[config.mk]
export PLATFORM = sky130hd
export DESIGN_NAME = spi_tx_queue
export DESIGN_NICKNAME = d
export VERILOG_FILES = /design/src/rtl/spi_tx_queue.sv
export SDC_FILE = /design/constraint.sdc
export NUM_CORES = 1
export LEC_CHECK = 0
export ABC_AREA = 1
export CORE_ASPECT_RATIO = 1.75
export CORE_MARGIN = 1.5
export CORE_UTILIZATION = 45
export CTS_CLUSTER_SIZE = 24
export DETAILED_ROUTE_END_ITERATION = 16
export SETUP_SLACK_MARGIN = 0.15
export SLEW_MARGIN = 10
export SYNTH_ARGS = -nofsm -noshare
export SYNTH_HDL_FRONTEND = slang
export SYNTH_SLANG_ARGS = --single-unit
[constraint.sdc]
create_clock -name clk -period 3.15 [get_ports clk]
set_clock_uncertainty 0.2 [all_clocks]
set_input_delay 0.4725 -clock clk [delete_from_list [all_inputs] [get_ports clk]]
set_output_delay 0.4725 -clock clk [all_outputs]
set_load 0.005 [all_outputs]
[src/rtl/spi_tx_queue.sv]
`default_nettype none
// ============================================================================
// Module   : spi_tx_queue
// Purpose  : Byte queue that feeds an SPI master and sequences frames on cs.
//            Optional launch watchdog enabled by macro SPI_TXQ_TIMEOUT_EN.
// Revision : 1.0  initial release
// ============================================================================
module spi_tx_queue #(
    parameter int DEPTH          = 8,
    parameter int GAP_CYCLES     = 4,
    parameter int TIMEOUT_CYCLES = 1024
) (
    input  logic                     clk,
    input  logic                     rst_n,
    input  logic [7:0]               in_data,
    input  logic                     in_cpol,
    input  logic                     in_cpha,
    input  logic                     in_valid,
    output logic                     in_ready,
    input  logic                     cs,
    output logic                     start,
    output logic [7:0]               p_dat,
    output logic                     cpol,
    output logic                     cpha,
    output logic                     busy,
    output logic                     tx_done,
    output logic [$clog2(DEPTH):0]   level,
    output logic                     err
);

    localparam int AW = $clog2(DEPTH);
    localparam int LW = AW + 1;
    localparam logic [LW-1:0] c_depth    = LW'(DEPTH);
    localparam logic [7:0]    c_gap_last = (GAP_CYCLES == 0) ? 8'd0 : 8'(GAP_CYCLES - 1);

    typedef enum logic [1:0] {
        S_IDLE     = 2'd0,
        S_LAUNCH   = 2'd1,
        S_WAIT_END = 2'd2,
        S_GAP      = 2'd3
    } state_t;

    state_t          r_state;
    state_t          w_state_next;
    logic [9:0]      r_mem [DEPTH];
    logic [AW-1:0]   r_wptr;
    logic [AW-1:0]   r_rptr;
    logic [LW-1:0]   r_level;
    logic [7:0]      r_gap_cnt;
    logic [7:0]      r_p_dat;
    logic            r_cpol;
    logic            r_cpha;
    logic            r_tx_done;
    logic            w_push;
    logic            w_pop;
    logic            w_done;

`ifdef SPI_TXQ_TIMEOUT_EN
    localparam int TW = $clog2(TIMEOUT_CYCLES + 1);
    localparam logic [TW-1:0] c_to_last = TW'(TIMEOUT_CYCLES - 1);
    logic [TW-1:0]   r_to_cnt;
    logic            r_err;
    logic            w_timeout;
`endif

    assign in_ready = (r_level < c_depth);
    assign w_push   = in_valid && in_ready;
    assign level    = r_level;
    assign p_dat    = r_p_dat;
    assign cpol     = r_cpol;
    assign cpha     = r_cpha;
    assign tx_done  = r_tx_done;

    always_ff @(posedge clk or negedge rst_n) begin
        if (!rst_n) begin
            r_state <= S_IDLE;
        end else begin
            r_state <= w_state_next;
        end
    end

    // A pop only ever happens on the IDLE->LAUNCH transition.
    always_comb begin
        w_state_next = r_state;
        w_pop        = 1'b0;
        w_done       = 1'b0;
        start        = 1'b0;
        busy         = (r_state != S_IDLE);
`ifdef SPI_TXQ_TIMEOUT_EN
        w_timeout    = 1'b0;
`endif
        case (r_state)
            S_IDLE: begin
                if ((r_level != '0) && cs) begin
                    w_state_next = S_LAUNCH;
                    w_pop        = 1'b1;
                end
            end
            S_LAUNCH: begin
                start = 1'b1;
                if (!cs) begin
                    w_state_next = S_WAIT_END;
                end
`ifdef SPI_TXQ_TIMEOUT_EN
                else if (r_to_cnt == c_to_last) begin
                    w_state_next = S_IDLE;
                    w_timeout    = 1'b1;
                end
`endif
            end
            S_WAIT_END: begin
                if (cs) begin
                    w_done       = 1'b1;
                    w_state_next = (GAP_CYCLES == 0) ? S_IDLE : S_GAP;
                end
            end
            S_GAP: begin
                if (r_gap_cnt == c_gap_last) begin
                    w_state_next = S_IDLE;
                end
            end
            default: w_state_next = S_IDLE;
        endcase
    end

    always_ff @(posedge clk) begin
        if (w_push) begin
            r_mem[r_wptr] <= {in_cpol, in_cpha, in_data};
        end
    end

    always_ff @(posedge clk or negedge rst_n) begin
        if (!rst_n) begin
            r_wptr    <= '0;
            r_rptr    <= '0;
            r_level   <= '0;
            r_p_dat   <= 8'h00;
            r_cpol    <= 1'b0;
            r_cpha    <= 1'b0;
            r_tx_done <= 1'b0;
            r_gap_cnt <= '0;
        end else begin
            r_tx_done <= w_done;
            r_gap_cnt <= (r_state == S_GAP) ? r_gap_cnt + 8'd1 : 8'd0;
            if (w_push) begin
                r_wptr <= r_wptr + AW'(1);
            end
            if (w_pop) begin
                r_rptr  <= r_rptr + AW'(1);
                r_p_dat <= r_mem[r_rptr][7:0];
                r_cpol  <= r_mem[r_rptr][9];
                r_cpha  <= r_mem[r_rptr][8];
            end
            case ({w_push, w_pop})
                2'b10:   r_level <= r_level + LW'(1);
                2'b01:   r_level <= r_level - LW'(1);
                default: r_level <= r_level;
            endcase
        end
    end

`ifdef SPI_TXQ_TIMEOUT_EN
    // Watchdog counts cycles spent in LAUNCH; the popped byte is dropped on expiry.
    always_ff @(posedge clk or negedge rst_n) begin
        if (!rst_n) begin
            r_to_cnt <= '0;
            r_err    <= 1'b0;
        end else begin
            r_to_cnt <= (r_state == S_LAUNCH) ? r_to_cnt + TW'(1) : '0;
            if (w_timeout) begin
                r_err <= 1'b1;
            end
        end
    end
    assign err = r_err;
`else
    assign err = 1'b0;
`endif

endmodule
`default_nettype wire

Yosys cells after proc, flatten, opt, wreduce, memory -nomap -nowiden
Memory sizes are Yosys's and may differ from the RTL's. A register that Yosys moved wholly into a read port is not among the register bits.
Index checks and enable logic that the tools add are counted.
{ "classes": {"add_sub_neg": 5, "n_lt_le_gt_ge": 1, "n_eq_ne": 10, "mux": 14, "n_reduce_logical": 8} }
{ "ops": {"columns": ["operator", "count"], "rows": [
  ["8-bit by 1-bit adder with 8-bit output, second input constant", 1],
  ["8-bit by 2-bit equality test with 1-bit output, second input constant", 1],
  ["2-bit two-way mux", 4],
  ["8-bit two-way mux", 1],
  ["2-bit inequality test, second input constant", 4],
  ["2-bit case mux with 4 select lines", 1],
  ["4-bit case mux with 2 select lines", 1],
  ["1-bit two-way mux", 7],
  ["3-bit by 1-bit adder with 3-bit output, second input constant", 2],
  ["2-bit equality test, second input constant", 3],
  ["4-bit by 1-bit adder with 4-bit output, second input constant", 1],
  ["2-bit by 1-bit equality test with 1-bit output, second input constant", 2],
  ["4-bit less-than comparator, second input constant", 1],
  ["4-bit AND reduction", 1],
  ["2-bit nonzero test", 2],
  ["4-bit nonzero test", 1],
  ["4-bit by 1-bit subtractor with 4-bit output, second input constant", 1],
  ["1-bit logical AND", 2],
  ["2-bit zero test", 1],
  ["1-bit zero test", 1]
]} }
{ "word_totals": {"reg_bits": 21, "mem_bits_rw": 80, "inputBits": 14, "out_inout_bits": 19, "wordCells": 45, "n_memories": 1} }
{ "memory_table": {"columns": ["memory", "words", "width", "rd", "rd_ports_with_merged_regs", "wr", "line_no", "rtl"], "rows": [
  ["r_mem", 8, 10, 1, 1, 1, "45", "logic [9:0] r_mem [DEPTH];"]
]} }

Depth between registers and ports, before layout
Gate-level depths: netlist of run 1.
{ "depth": {"depth_word": 6, "mapped_depth": 14, "ltp_nobuf": 13} }

Worst setup path before layout of run 1
Ideal clock, no wire load.
{ "synth_path": {"path_type": "flip-flop to flip-flop", "startpoint": "register r_state[0]", "endpoint": "register r_level[2], in the netlist level[2]", "setup_ns": 0.082, "arrival_ns": 1.917, "t_required_ns": 2.868, "slack_ns": 0.951, "path_stages_with_launch": 14, "n_path_buf": 1, "synth_period_minus_slack_ns": 2.199, "cell_sequence": "dfrtp_1 > inv_1 > ha_1 > nand3_4 > inv_4 > buf_6 > ha_1 > nand2_1 > inv_1 > nor2_1 > ha_1 > a21oi_1 > or2_1 > a31oi_1"} }
{ "synth_via": {"elab_chain_len": 4, "elab_cells_between_ends": 6, "cone_classes": "2 x eq/ne; 2 x mux; 2 x reduce/logical"} }
{ "synth_lines": {"columns": ["item", "line_no", "rtl"], "rows": [
  ["from (decl)", "43", "state_t r_state;"],
  ["from (signal assigned)", "78", "r_state <= w_state_next;"],
  ["2-bit zero test (*)", "92", "case (r_state)"],
  ["1-bit two-way mux (*)", "92", null],
  ["net w_pop", "55", "logic w_pop;"],
  ["2-bit by 1-bit equality test with 1-bit output / 2-bit equality test (equally long branches)", "154", "case ({w_push, w_pop})"],
  ["4-bit case mux with 2 select lines / 2-bit nonzero test (equally long branches)", null, null],
  ["to (signal assigned)", "155", "2'b10: r_level <= r_level + LW'(1);"],
  ["to (signal assigned)", "156", "2'b01: r_level <= r_level - LW'(1);"],
  ["to (signal assigned)", "157", "default: r_level <= r_level;"],
  ["to (decl)", "48", "logic [LW-1:0] r_level;"]
]} }
Mark *: on every way through the listed nets, which the timed path passes. The rest lies on a longest branch.
A chain may end at the register's enable or synchronous reset.

Worst setup path in the final report of run 1
{ "layout_path": {"startpoint": "register r_state[0]", "endpoint": "register r_level[2], in the netlist level[2]"} }
{ "layout_via": {"elab_chain_len": 4, "elab_cells_between_ends": 6, "cone_classes": "2 x eq/ne; 2 x mux; 2 x reduce/logical"} }
{ "layout_lines": {"columns": ["item", "line_no"], "rows": [
  ["2-bit zero test (*)", "92"],
  ["1-bit two-way mux (*)", "92"],
  ["2-bit by 1-bit equality test with 1-bit output / 2-bit equality test (equally long branches)", "154"],
  ["4-bit case mux with 2 select lines / 2-bit nonzero test (equally long branches)", null]
]} }
Every way passes the cells marked *; elsewhere a longest branch is shown, timed or not.

==> results of run 1 <==
cell usage in the layout (no fill, tap or decap), types with 2 or more instances in the layout:
cell type,n
bufinv_16,2
dfrtp_1,31
clkdlybuf4s50_1,31
xor2_1,3
o21ai_0,7
xnor2_1,2
o21ai_1,41
nor2_1,101
nand3_1,36
nand2_1,57
a21oi_1,7
nand4_1,4
clkbuf_16,9
inv_1,19
ha_1,10
buf_4,14
clkinv_4,2
inv_2,3
edfxtp_1,80
cell type report:
cell class	count	area, sq um	share of cell area
clock buffer	9	225	0.0411
clock inverter	7	105	0.0192
multi-input combinational	276	1310	0.239
timing repair buffer	45	415	0.0757
sequential	111	3180	0.580
tap	127	159	0.0290
inverter	24	92.6	0.0169
power breakdown:
| group | internal (mW) | switching [mW] |
|---|---|---|
| logic | 0.696 | 1.07 |
| registers | 1.85 | 0.175 |
| clock network | 0.708 | 0.520 |
per-layer routing:
metal  vias up  global-route usage  routed length, microns
li1       1524                   -                       -
met1      1480               0.222                    3750
met2        51               0.341                    5500
met3        24              0.0447                     302
met4         0              0.0962                     388
met5         -                   0                       0
sequential cells by signal, summed over array words and instances (netlist names):
| register | flops |
|---|---|
| cpha | 1 |
| r_wptr | 3 |
| tx_done | 1 |
| cpol | 1 |
| r_mem | 80 |
| r_gap_cnt | 8 |
| p_dat | 8 |
| r_state | 2 |
| r_rptr | 3 |
| level | 4 |
how the worst max path moves through the flow:
stage | startpoint | cells after the start | to
global placement | cs | 10 | level[2]
detailed placement | cs | 11 | level[2]
CTS | r_state[0] | 12 | level[2]
floorplan | r_state[0] | 13 | level[2]
global route | r_state[0] | 12 | level[2]
finish | r_state[0] | 11 | level[2]
per-stage QoR:
step / cells / hold slack, ps / total power, mW / setup slack [ps] / area, sq um
after floorplan: 429 / -23.1 / 3.28 / 951 / 4730
after global placement: 583 / 240 / 3.81 / 400 / 5150
after detailed placement: 583 / 249 / 3.85 / 303 / 5150
after CTS: 599 / 259 / 5.07 / 618 / 5480
after global routing: 599 / 286 / 5.39 / 388 / 5480
final: 599 / 255 / 5.02 / 643 / 5480
worst register-to-register path: stages (launching register included):
cell	delay (ps)
dfrtp_1	420
inv_1	100
ha_1	230
nand3_4	190
inv_4	200
ha_1	280
nor2_1	80
nor2_1	150
ha_1	170
a21oi_1	60
or2_1	240
a31oi_1	120
cell families after synthesis:
family,synth area share
compound gates,0.0595
xor+xnor,0.00926
fa+ha+maj,0.0264
buf+inv,0.0518
flops,0.672
other cells,0.000792
simple gates,0.181
==> qor.yml, run 1 <==
synth_edf_count: 80
grt_setup_unrepaired: "false"
async_flop_share: 0.279
final_layout_size_suffix_gt1_frac: 0.0826
antenna_found_initial: 0
ctsResizeCount: 0
nNetsFinal: 491
worstReg2RegEnd: "level[2]"
cts.sinks: 111
rows: 49
ant_nets: 0
path_clk_slew_ps: 70
synth_nets: 453
peakVddDrop_uv: 583
drt_pass1_iterations: 4
grt_max_degree: 42
post-cts-setup-buffers: 0
criticalPathCategory: "reg -> reg"
period_minus_slack_ps: 2510
yosysWarningCount: 0
cp.required_ps: 3220
setup_viol: 0
first_global_vias: 3101
clock.fmax_mhz: 399
yosysUniqueCellTypes: 28
h-tree-depth: 3
fp.dieW_microns: 80.5
path_cells: "inv_1 > ha_1 > nand3_4 > inv_4 > ha_1 > nor2_1 > nor2_1 > ha_1 > a21oi_1 > or2_1 > a31oi_1"
cts_made_buffers: 9
die_y_microns: 139
reg2reg_depth: 11
cts_root_buffer: "clkbuf_16"
ys_ff_latch: 111
grt_pass1_wl_mm: 16.1
synth.avg_cell_area_sq_um: 11.0
tns_ps: 0
synthTopCellsByCount: "101 x nor2_1, 80 x edfxtp_1, 57 x nand2_1"
max_stage_delay_ps: 420
drv_cap: 0
num_vias: 3079
hold_path_end: "r_gap_cnt[0]"
clock_latency_ps: 350
crit_path_top_delay_cell: "dfrtp_1"
port_buffers: 31
dp_hpwl_mm: 7.03
fillers: 871
cts_buffer_depth: 2
hold_viol: 0
postLayoutCoreUtil: 0.536
worstReg2RegStart: "r_state[0]"
n_antenna_cell: 0
holdPathStages: 1
netlist_area_sq_um: 4730
p_leak_nw: 2.14
crit_top_cell: "ha_1"
synth-main-ff-cell: "edfxtp_1"
min_from: "r_gap_cnt[0]"
synth-seq-area-share: 0.672
drtIter0Drc: 257
core_area_sq_um: 10200
cp_data_arrival_time_ps: 2580
path_delay_family: "adder cells"
cp-end-kind: "register"
grt_overflow_total: 0
power_density_nw_per_um2: 916
worstSetupStartpointType: "register"
relSlewSlack: 0.533
wl_per_cell_microns: 16.6
grtUsageTotal: 0.197
yosysMostFrequentCell: "nor2_1"
path_max_fanout: 14
die_area_sq_um: 11200
drv_slew: 0
via_per_inst: 5.14
gp_congestion: 0.787
netlist_instances: 429
cts_hold_buffers: 0
io_pins: 33
yosysTopAreaCell: "edfxtp_1"
status: "finished clean"
cts_tree: "yes"
wirelength_mm: 9.94
initial_core_util: 0.462
synth.area.top_cells: "edfxtp_1 51%, dfrtp_1 16%, nor2_1 8.0%"
timing.final.crit_share: 0.796
r2r_setup_slack_ps: 640
route.detailed.drc: 0
critPathBufInv: 2
synth_top_area_share: 0.508
worst_pin_slew_ps: 700
worstHoldPathType: "reg -> reg"
synthToLayoutAreaGrowth_pct: 15.9
Note: power is estimated with default switching activity, not from simulation.
==> inputs of run 2 (changes only) <==
==> constraint.sdc (replaced) <==
create_clock -name clk -period 2.55 [get_ports clk]
set_clock_uncertainty 0.2 [all_clocks]
set_input_delay 0.3825 -clock clk [delete_from_list [all_inputs] [get_ports clk]]
set_output_delay 0.3825 -clock clk [all_outputs]
set_load 0.005 [all_outputs]
==> qor.yml, run 2 (synthesized netlist as in run 1, its figures left out) <==
grt_use_met1: 0.222  # about the same
fillers: 879  # was 871
rows: 49  # unchanged
worst_pin_slew_ps: 728  # was 700 ps
first_global_vias: 3160  # was 3,101
timing.final.crit_share: 0.875
worstHoldPathType: "in -> async"  # was reg -> reg
comb_power_share: 0.363  # was 0.352
grtUsageTotal: 0.196  # was 0.197
cts_hold_buffers: 0  # unchanged
peakVddDrop_uv: 674  # was 583 uV
cts_tree: "yes"  # unchanged
use_met3: 0.0362  # was 0.0447
final_cell_mix: "101 x nor2_1, 80 x edfxtp_1, 57 x nand2_1, 41 x o21ai_1, 36 x nand3_1"  # unchanged
grtUsageMet2: 0.356  # was 0.341
largest_register_ffs: 80  # unchanged
endpoint: "busy"  # was level[2]
drt_pass1_iterations: 5  # was 4
ant_nets: 0  # unchanged
synthToLayoutAreaGrowth_pct: 16.5  # was 15.9%
relSlewSlack: 0.514  # was 0.533
num_vias: 3132  # was 3,079
clock_latency_ps: 340  # was 350 ps
p_leak_nw: 2.16  # was 2.14 nW
worstSetupStartpointType: "register"  # unchanged
cts_buffer_depth: 2  # unchanged
drtIter0Drc: 275  # was 257
grt_max_degree: 42  # unchanged
n_antenna_cell: 0  # unchanged
cp-end-kind: "output pin"  # was register
via_per_inst: 5.17  # was 5.14
wl_per_cell_microns: 16.8  # was 16.6 microns
setup_viol: 0  # unchanged
h-tree-depth: 3  # unchanged
switchingPower_mw: 2.14  # was 1.77 mW
cp.required_ps: 1970  # was 3220 ps
cts_made_buffers: 9  # unchanged
path_max_fanout: 4  # was 14
top_register: "r_mem"  # unchanged
tns_ps: 0  # unchanged
swShare: 0.346  # was 0.352
cts_root_buffer: "clkbuf_16"  # unchanged
nNetsFinal: 498  # was 491
multi_input_area_sq_um: 1310  # about the same
internal-power_mw: 4.04  # was 3.26 mW
reg2reg_depth: 11  # unchanged
period_minus_slack_ps: 2230
worstReg2RegStart: "r_state[1]"  # was r_state[0]
grt_setup_unrepaired: "false"  # unchanged
path_clk_slew_ps: 70  # about the same
power_density_nw_per_um2: 1120  # was 916 nW/um^2
finalPower_mw: 6.18  # was 5.02 mW
pwr-share-clk: 0.231  # was 0.244
cp_data_arrival_time_ps: 1650  # was 2580 ps
wirelength_mm: 10.2  # was 9.94 mm
final_common_cell: "nor2_1"  # unchanged
power.share.sequential: 0.406  # was 0.403
regArea_sq_um: 3180  # unchanged
core_area_sq_um: 10200  # unchanged
antenna_found_initial: 0  # unchanged
die_area_sq_um: 11200  # unchanged
status: "finished clean"  # unchanged
drv_slew: 0  # unchanged
fp.dieW_microns: 80.5  # unchanged
hold_viol: 0  # unchanged
cts.sinks: 111  # unchanged
worstReg2RegEnd: "level[2]"  # unchanged
crit_path_start: "r_state[1]"  # was r_state[0]
criticalPathCategory: "reg -> out"  # was reg -> reg
final_layout_size_suffix_gt1_frac: 0.0877  # was 0.0826
drv_cap: 0  # unchanged
port_buffers: 31  # unchanged
dp_hpwl_mm: 6.99  # was 7.03 mm
initial_core_util: 0.462  # unchanged
grt-busiest-layer: "met2"  # unchanged
clock.fmax_mhz: 448
gp_congestion: 0.759  # was 0.787
r2r_setup_slack_ps: 340  # was 640 ps
die_y_microns: 139  # unchanged
io_pins: 33  # unchanged
grt_overflow_total: 0  # unchanged
grt_pass1_wl_mm: 16.1  # about the same
route.detailed.drc: 0  # unchanged
==> run 2: cell types whose count changed in the layout (fill, tap and decap cells not counted), sizes merged <==
| cell | delta |
|---|---|
| clkinv | +2 |
| inv | -2 |
| clkinvlp | -1 |
| clkbuf | +1 |
| buf | +7 |
==> run 2: critical path, cell delays in order (launching register included) <==
cell	delay (ps)
dfrtp_1	410
inv_1	80
ha_1	230
inv_1	90
clkdlybuf4s50_1	500
==> run 2: cell type report <==
type,count,area share
sequential,111,0.576
multi-input combinational,276,0.238
timing repair buffer,52,0.0849
clock buffer,10,0.0415
tap,127,0.0288
inverter,24,0.0168
clock inverter,6,0.0136
==> run 2: routing by layer <==
metal,part of all wire,vias to the layer above
met5,0,-
li1,-,1537
met2,0.56,58
met1,0.38,1521
met3,0.034,16
met4,0.026,0
==> run 2: how the worst min path moves through the flow <==
stage	startpoint	endpoint	slack, ps
floorplan	rst_n	cpha	-110
global placement	r_gap_cnt[7]	r_gap_cnt[7]	250
detailed placement	r_gap_cnt[0]	r_gap_cnt[0]	260
CTS	rst_n	level[0]	240
global route	rst_n	level[0]	290
finish	rst_n	level[0]	240
==> run 2: per-stage QoR <==
stage / cell area, sq um / cells / hold slack (ps) / setup WS (ps) / util
after floorplan: 4730 / 429 / -113 / 351 / -
after global placement: 5190 / 588 / 250 / 167 / 0.507
after detailed placement: 5190 / 588 / 259 / 58.1 / 0.507
after CTS: 5500 / 604 / 243 / 287 / 0.537
after global routing: 5510 / 606 / 286 / 162 / 0.538
final: 5510 / 606 / 241 / 320 / 0.538
==> run 2: power by group through the flow <==
stage          clock (mW)  combinational, mW  sequential [mW]
2_1_floorplan           0               1.56             2.49
3_3_place_gp            0               2.19             2.54
3_5_place_dp            0               2.22             2.55
4_1_cts              1.46               2.23             2.51
5_1_grt              1.52               2.53             2.55
6_report             1.43               2.24             2.51
==> run 2: repair_timing <==
action | CTS | global route
setup buffers | 0 | 2
endpoints found under the setup margin | 0 | 1
resized for setup | 0 | 1
==> inputs of run 3 (changes only) <==
--- a/config.mk
+++ b/config.mk
@@ -11,6 +11,7 @@
 export CORE_UTILIZATION = 45
 export CTS_CLUSTER_SIZE = 24
 export DETAILED_ROUTE_END_ITERATION = 16
+export GPL_TIMING_DRIVEN = 0
 export SETUP_SLACK_MARGIN = 0.15
 export SLEW_MARGIN = 10
 export SYNTH_ARGS = -nofsm -noshare
==> qor.yml, run 3 (synthesized netlist as in run 1, its figures left out) <==
core_area_sq_um: 10200  # unchanged
status: "finished clean"  # unchanged
period_minus_slack_ps: 2300  # was 2230 ps
n_antenna_cell: 0  # unchanged
max_stage_delay_ps: 430  # was 500 ps
drv_slew: 0  # unchanged
drv_cap: 0  # unchanged
final_area_sq_um: 5580  # was 5510 sq um
worst_pin_slew_ps: 734  # was 728 ps
grt_overflow_total: 0  # unchanged
rows: 49  # unchanged
power_density_nw_per_um2: 1160  # was 1120 nW/um^2
crit_path_top_delay_cell: "dfrtp_1"  # was clkdlybuf4s50_1
clock_latency_ps: 350  # was 340 ps
cp.required_ps: 2610  # was 1970 ps
grt_max_degree: 32  # was 42
final_layout_size_suffix_gt1_frac: 0.107  # was 0.0877
fp.dieW_microns: 80.5  # unchanged
cts.sinks: 111  # unchanged
drt_pass1_iterations: 4  # was 5
criticalPathCategory: "reg -> reg"  # was reg -> out
num_vias: 3127  # was 3,132
io_pins: 33  # unchanged
port_buffers: 31  # unchanged
cts_root_buffer: "clkbuf_16"  # unchanged
nNetsFinal: 496  # was 498
grt_setup_unrepaired: "true"  # was false
clock.fmax_mhz: 435  # was 448 MHz
synthToLayoutAreaGrowth_pct: 18.0  # was 16.5%
grt_pass1_wl_mm: 16.5  # was 16.1 mm
gp_congestion: 0.803  # was 0.759
top_register: "r_mem"  # unchanged
post-cts-setup-buffers: 0  # unchanged
route.detailed.drc: 0  # unchanged
wl_per_cell_microns: 17.4  # was 16.8 microns
h-tree-depth: 3  # unchanged
cp-end-kind: "register"  # was output pin
path_cells: "inv_1 > ha_2 > nand3_4 > inv_4 > buf_6 > ha_4 > nor2_1 > nor2_2 > ha_1 > a21oi_1 > or2_1 > a31oi_1"  # was inv_1 > ha_1 > inv_1 > clkdlybuf4s50_1
initial_core_util: 0.462  # unchanged
worstHoldPathType: "reg -> reg"  # was in -> async
drtIter0Drc: 249  # was 275
p_leak_nw: 2.15  # was 2.16 nW
placed_cell_area_sq_um: 5200  # was 5190 sq um
peakVddDrop_uv: 578  # was 674 uV
via_per_inst: 5.18  # was 5.17
antenna_found_initial: 0  # unchanged
die_area_sq_um: 11200  # unchanged
ant_nets: 0  # unchanged
worstSetupStartpointType: "register"  # unchanged
first_global_vias: 3154  # was 3,160
path_max_fanout: 11  # was 4
place_inst: 587  # was 588
cts_buffer_depth: 2  # unchanged
setup_viol: 0  # unchanged
final_cells: 604  # was 606
die_y_microns: 139  # unchanged
largest_register_ffs: 80  # unchanged
path_clk_slew_ps: 60  # was 70 ps
grtUsageTotal: 0.205  # was 0.196
timing.final.crit_share: 0.901  # was 0.875
cts_tree: "yes"  # unchanged
final_common_cell: "nor2_1"  # unchanged
hold_viol: 0  # unchanged
cp_data_arrival_time_ps: 2360  # was 1650 ps
relSlewSlack: 0.510  # was 0.514
cts_made_buffers: 9  # unchanged
dp_hpwl_mm: 7.30  # was 6.99 mm
wirelength_mm: 10.5  # was 10.2 mm
final_cell_mix: "92 x nor2_1, 80 x edfxtp_1, 57 x nand2_1, 41 x o21ai_1, 36 x nand3_1"  # was 101 x nor2_1, 80 x edfxtp_1, 57 x nand2_1, 41 x o21ai_1, 36 x nand3_1
## run 3: cell count changes in the layout (fill, tap and decap cells not counted), sizes merged, moves of 2 or more
cell,previous run,this run
buf,21,17
clkinv,5,2
clkinvlp,0,2
clkbuf,10,12
## run 3: timing repair
item / in CTS / in global routing
cloned: 0 / 0
endpoints found under the hold margin: 31 / 0
hold buffers: 1 / 0
pin swaps: 0 / 0
gates resized for setup: 4 / 8
setup endpoints to repair: 35 / 43
## run 3: power breakdown
part | switching, mW | internal, mW
Sequential | 0.197 | 2.29
Clock | 0.607 | 0.957
Combinational | 1.44 | 0.996
Total | 2.25 | 4.24
## run 3: final cells by class
type                    count  area (sq um)
plain buffers              18           153
clock buffers              10           229
clock inverters             6           109
fillers                   893          4660
inverters                  24          92.6
multi-input cells         276          1350
flip-flops and latches    111          3180
well taps                 127           159
repair buffers             32           315
## run 3: final timing paths
check	from	endpoint	slack, ps	cells past startpoint
min	r_gap_cnt[0]	r_gap_cnt[0]	260	1
max	r_state[1]	level[2]	250	12
max in group asynchronous	rst_n	r_gap_cnt[6]	1260	2
min reg2reg	r_gap_cnt[0]	r_gap_cnt[0]	260	1
min in group asynchronous	rst_n	r_wptr[2]	430	2
max reg2reg	r_state[1]	level[2]	250	12
## run 3: per-layer routing
metal / track usage / part of all wire
met1: 0.223 / 0.37
met2: 0.376 / 0.56
met3: 0.0414 / 0.041
met4: 0.0826 / 0.030
met5: 0 / 0
## run 3: per-stage QoR
stage,worst slack [ps],hold slack (ps),setup TNS (ps),utilization,total power [mW]
2_1_floorplan,351,-113,0,-,4.05
3_3_place_gp,-334,248,-10420,0.508,4.89
3_5_place_dp,-364,265,-13410,0.508,4.95
4_1_cts,96.9,275,0,0.542,6.53
5_1_grt,54.5,288,0,0.545,6.93
6_report,252,264,0,0.545,6.49
## run 3: critical path, delay by kind of cell (launching register included)
family | cells | cell delay, ps
AO/OA/AOI/OAI | 2 | 170
adder cells (fa/ha/maj) | 3 | 540
buffers and inverters | 3 | 350
flip-flops | 1 | 430
AND/OR/NAND/NOR | 4 | 540
